File: config.mk
export PLATFORM = sky130hd
export DESIGN_NAME = multiplicacao_seq
export DESIGN_NICKNAME = d
export VERILOG_FILES = /design/src/rtl/multiplicacao_seq.sv
export SDC_FILE = /design/constraint.sdc
export NUM_CORES = 2
export LEC_CHECK = 0
export BUFFER_PORTS_ARGS = -buffer_cell sky130_fd_sc_hd__buf_4
export CAP_MARGIN = 0
export CORE_ASPECT_RATIO = 0.75
export CORE_MARGIN = 5
export CORE_UTILIZATION = 25
export CTS_CLUSTER_DIAMETER = 200
export DETAILED_ROUTE_END_ITERATION = 8
export PLACE_DENSITY = 0.41
export SLEW_MARGIN = 40
export SYNTH_ARGS = -nofsm -noshare
export SYNTH_HDL_FRONTEND = slang
export SYNTH_SLANG_ARGS = --single-unit
File: constraint.sdc
create_clock -name clk -period 9.7 [get_ports clk]
set_clock_uncertainty 0.2 [all_clocks]
set_input_delay 1.94 -clock clk [delete_from_list [all_inputs] [get_ports clk]]
set_output_delay 1.94 -clock clk [all_outputs]
set_load 0.02 [all_outputs]
File: src/rtl/multiplicacao_seq.sv
// rtl/multiplicacao_seq.sv - sequential signed matrix multiply (2x2..5x5) with one shared MAC
// Computes one multiply-accumulate per clock, iterating i/j/k; done pulses when C is final.
module multiplicacao_seq #(
  parameter int DATA_W = 8,
  parameter int MAX_N  = 5,
  parameter int ACC_W  = 18
) (
  input  logic                            clk,
  input  logic                            rst_n,
  input  logic                            start,
  input  logic [1:0]                      matrix_size,
  input  logic [MAX_N*MAX_N*DATA_W-1:0]   A,
  input  logic [MAX_N*MAX_N*DATA_W-1:0]   B,
  output logic [MAX_N*MAX_N*DATA_W-1:0]   C,
  output logic                            overflow_flag,
  output logic                            busy,
  output logic                            done
);

  typedef enum logic [1:0] {S_IDLE, S_CALC, S_DONE} state_t;

  state_t                          r_state;
  logic [MAX_N*MAX_N*DATA_W-1:0]   r_a;
  logic [MAX_N*MAX_N*DATA_W-1:0]   r_b;
  logic [2:0]                      r_n;
  logic [2:0]                      r_i;
  logic [2:0]                      r_j;
  logic [2:0]                      r_k;
  logic signed [ACC_W-1:0]         r_acc;

  logic [2:0]                      w_last;
  logic [31:0]                     w_a_idx;
  logic [31:0]                     w_b_idx;
  logic [31:0]                     w_c_idx;
  logic signed [DATA_W-1:0]        w_a;
  logic signed [DATA_W-1:0]        w_b;
  logic signed [2*DATA_W-1:0]      w_prod;
  logic signed [ACC_W-1:0]         w_prod_ext;
  logic signed [ACC_W-1:0]         w_sum;
  logic                            w_ovf;

  assign w_last     = r_n - 3'd1;
  assign w_a_idx    = (32'(r_i) * MAX_N + 32'(r_k)) * DATA_W;
  assign w_b_idx    = (32'(r_k) * MAX_N + 32'(r_j)) * DATA_W;
  assign w_c_idx    = (32'(r_i) * MAX_N + 32'(r_j)) * DATA_W;
  assign w_a        = r_a[w_a_idx +: DATA_W];
  assign w_b        = r_b[w_b_idx +: DATA_W];
  assign w_prod     = w_a * w_b;
  assign w_prod_ext = {{(ACC_W-2*DATA_W){w_prod[2*DATA_W-1]}}, w_prod};
  assign w_sum      = r_acc + w_prod_ext;
  // Sum fits a signed byte only if all bits above the byte's sign bit match it.
  assign w_ovf      = !((&w_sum[ACC_W-1:DATA_W-1]) || !(|w_sum[ACC_W-1:DATA_W-1]));

  always_ff @(posedge clk or negedge rst_n) begin
    if (!rst_n) begin
      r_state       <= S_IDLE;
      r_a           <= '0;
      r_b           <= '0;
      r_n           <= 3'd2;
      r_i           <= '0;
      r_j           <= '0;
      r_k           <= '0;
      r_acc         <= '0;
      C             <= '0;
      overflow_flag <= 1'b0;
      busy          <= 1'b0;
      done          <= 1'b0;
    end else begin
      case (r_state)
        S_IDLE: begin
          if (start) begin
            r_a           <= A;
            r_b           <= B;
            r_n           <= {1'b0, matrix_size} + 3'd2;
            r_i           <= '0;
            r_j           <= '0;
            r_k           <= '0;
            r_acc         <= '0;
            C             <= '0;
            overflow_flag <= 1'b0;
            busy          <= 1'b1;
            r_state       <= S_CALC;
          end
        end
        S_CALC: begin
          if (r_k != w_last) begin
            r_acc <= w_sum;
            r_k   <= r_k + 3'd1;
          end else begin
            C[w_c_idx +: DATA_W] <= w_sum[DATA_W-1:0];
            if (w_ovf) overflow_flag <= 1'b1;
            r_acc <= '0;
            r_k   <= '0;
            if (r_j != w_last) begin
              r_j <= r_j + 3'd1;
            end else begin
              r_j <= '0;
              if (r_i != w_last) begin
                r_i <= r_i + 3'd1;
              end else begin
                r_i     <= '0;
                busy    <= 1'b0;
                done    <= 1'b1;
                r_state <= S_DONE;
              end
            end
          end
        end
        S_DONE: begin
          done    <= 1'b0;
          r_state <= S_IDLE;
        end
        default: begin
          busy    <= 1'b0;
          done    <= 1'b0;
          r_state <= S_IDLE;
        end
      endcase
    end
  end

endmodule

==> summary.md <==
| Metric | Value |
|---|---|
| Number of synthesized flops with an enable pin | 0 |
| Main flop type after synthesis | dfrtp_1 |
| Synthesized Nets | ~3800 |
| Hold Crit Class | flop to flop |
| Vias in the first global route | about 27000 |
| Drt total wl | 122000 um |
| Outcome | complete, no violations |
| Commonest cells post-synth | 1466 x nand2_1, 634 x dfrtp_1, 136 x inv_1, 130 x mux2i_1, 128 x clkbuf_1 |
| Synth Instances | 3289 |
| Peak Freq | 114 MHz |
| Synthesis Warnings | 0 |
| DRT Pass-1 Iters | 5 |
| GP Congestion | 0.793 |
| Die Area | 0.136 sq mm |
| CP Launch Type | flop |
| Detailed Route Iter0 Violations | 1638 |
| Remaining antenna violation count after routing | 0 |
| CTS tree | built |
| Post-route DRC | 0 |
| Total GRT Usage | 17.7% |
| Post-synth top area share | 49.3% |
| Reg clk slew, reported paths | 0.06 ns |
| Unique cell type count in the Yosys netlist | 75 |
| Initial antenna violation count | 4 |
| Top delay family on crit path | adder cells |
| Starting Density | 25.1% |
| Post-layout min period | 8.77 ns |
| Total CTS buffers | 75 |
| Row count | 114 |
| Area leader, netlist | dfrtp_1 |
| Via-per-instance ratio | approximately 4.5 |
| Number of vias in the routed layout | 25200 |
| #FFs+latches synth | 635 |
| First-pass GRT wire length | between 150000 and 200000 um |
| WP data arrival | 9.11 ns |
| Average size of a mapped cell | around 9.8 sq um |
| Die width | 424 um |
| Cell with the most instances after synthesis | nand2_1 |
| CP max stage cell | fa_2 |
| Maximum clock path buffer count | 3 |
| Critical path's largest stage delay | ~0.95 ns |
| Dpl hpwl | approximately 91000 um |
| Critical path required time | 10.04 ns |
| Post-CTS Setup Bufs | 0 |
| Remaining Overflow, GRT | 0 |
| Post-route setup TNS | 0 ns |
| Critical path, cell by cell | ha_4, inv_1, fa_2, nor3b_1, nor2b_1, a22oi_1, a211oi_2, nand2_1, fa_1, fa_1, inv_1, fa_1, fa_1, fa_1, ha_1, or2_2, a211o_1, and3b_1, o31ai_1, o21ai_0, xnor2_1, o41ai_1, o21ai_0 |
| CTS hold repair buffers | 0 |
| Nets@finish | 4416 |
| Slew margin rel. | 44.8% |
| Later-pin clock latency in the skew report | 0.68 ns |
| Most common cell on crit path | fa_1 |
| Kind of critical path | flop to flop |
| Fin crit share | between 90% and 100% |
| Worst path bufs/invs | 2 |
| CTS sink count | between 600 and 700 |
| Largest net degree at the start of global routing | 166 |
| Clk root buf | clkbuf_16 |
| Max Slew Vio Count | 0 |
| # IOs | 608 |
| PostCTS Resize Cnt | 0 |
| Setup violations, final | 0 |
| Synth area leaders | dfrtp_1 49%, nand2_1 17%, mux4_2 7.8% |
| RSZ-0062 raised after global routing | false |
| Final Hold Fails | 0 |
| Synth-to-Final Area Change | 29.0% |
| FILL cells | about 13000 |
| Mapped cell area | 0.0322 sq mm |
| Port Buf Inserts | 607 |
| Sequential share of the synthesized area | between 40% and 50% |
| Endpoint type of the worst setup path | flop |
| Wirelength per Cell | 21.9 um |
| DIE HEIGHT | around 320 um |
| H-tree Lvls | 3 |
| Core area | 0.128 sq mm |
| Worst slew pin tran | 0.828 ns |
| Layout cells sized above 1 | about a quarter |
| Max-cap violations | 0 |
| Fraction of registers with async set/reset | 100% |
| Critical path peak fanout | 18 |
## cell type report
class	count	area [sq um]	area share [%]
clock buffer	108	2210	5.33
tap	1682	2100	5.07
inverter	136	510	1.23
timing repair buffer	659	5240	12.6
antenna	3	7.51	0.0181
multi-input combinational	2354	15300	36.8
sequential	635	15900	38.3
clock inverter	23	295	0.711
## metal layers
layer / GRT usage (%) / vias up / share of wire, %
met2: 28.9 / 526 / 48
met5: 0 / - / 0
li1: - / 11900 / -
met1: 24.6 / 12700 / 46
met3: 2.89 / 149 / 3.7
met4: 4.81 / 0 / 2.8
## stage by stage
stage | worst slack, ns | std cells | hold slack, ns | area (sq um) | utilization [%]
after global routing | 0.422 | 5599 | 0.282 | 41500 | 32.3
after floorplan | 1.27 | 3289 | 0.240 | 32200 | -
after detailed placement | 0.940 | 5466 | 0.256 | 39000 | 30.4
final | 0.929 | 5600 | 0.267 | 41500 | 32.4
after CTS | 0.904 | 5597 | 0.272 | 41500 | 32.3
after global placement | 0.913 | 5459 | 0.253 | 38800 | 30.2
## placed cells by master, fill, tap and decap left out, types with 5 or more instances in the layout
cell type  count
a211o_1        7
mux4_2       111
clkbuf_8      19
a22o_1        23
a22oi_1        7
and2_1        28
nor3_1        16
a211oi_1       6
nand2_1     1466
clkinv_2       7
ha_1          63
clkbuf_16     76
clkbuf_1      13
inv_1        136
nor4_1         5
buf_16         6
mux2i_1      130
o211ai_1       7
xor2_1         5
nand3_1       56
nand2b_1       8
buf_12        12
nor2b_1        7
nand2_2        7
dfrtp_1      634
nor2_1        57
fa_1          83
a32o_1        25
buf_4        637
bufinv_16      5
o21ai_0       81
a21o_1         7
xnor2_1       26
or2_2          7
a21oi_1       21
## state kept, by name (all words and copies together) (netlist names), 2 cells and up
signal / flops
r_state: 2
C: 200
r_n: 3
r_acc: 18
r_i: 3
r_b: 200
r_k: 3
r_a: 200
r_j: 3
## path summary, 6_finish.rpt
kind | end | from | cells after the start | slack, ns
hold / removal | r_a[134] | r_a[134] | 2 | 0.27
max in group asynchronous | r_a[70] | rst_n | 5 | 6.21
setup reg to reg | overflow_flag | r_i[0] | 23 | 0.93
hold reg to reg | r_a[134] | r_a[134] | 2 | 0.27
min in group asynchronous | r_b[21] | rst_n | 1 | 0.98
setup / recovery | overflow_flag | r_i[0] | 23 | 0.93
## cells by family (layout without fill, tap and decap cells)
logic type	after synthesis	after routing	synth area share [%]
xor+xnor	38	38	1.08
fa+ha+maj	150	150	7.79
mux	244	244	12.0
buf+inv	300	926	3.64
other cells	0	3	0
simple gates	1706	1706	21.5
flops	635	635	49.4
compound gates	216	216	4.72
## worst reg2reg max path, cell delays in order (launching register included)
cell      delay [ns]
dfrtp_1         0.57
ha_4            0.19
inv_1           0.04
fa_2            0.95
nor3b_1         0.39
nor2b_1         0.49
a22oi_1         0.28
a211oi_2        0.74
nand2_1         0.17
fa_1            0.45
fa_1            0.49
inv_1           0.05
fa_1            0.55
fa_1            0.43
fa_1            0.42
ha_1            0.26
or2_2           0.34
a211o_1         0.30
and3b_1         0.20
o31ai_1         0.33
o21ai_0         0.18
xnor2_1         0.19
o41ai_1         0.33
o21ai_0         0.14
Power is left out: the tool's default activity adds up to more than one toggle a clock period on the data nets, which glitch-free logic cannot reach.
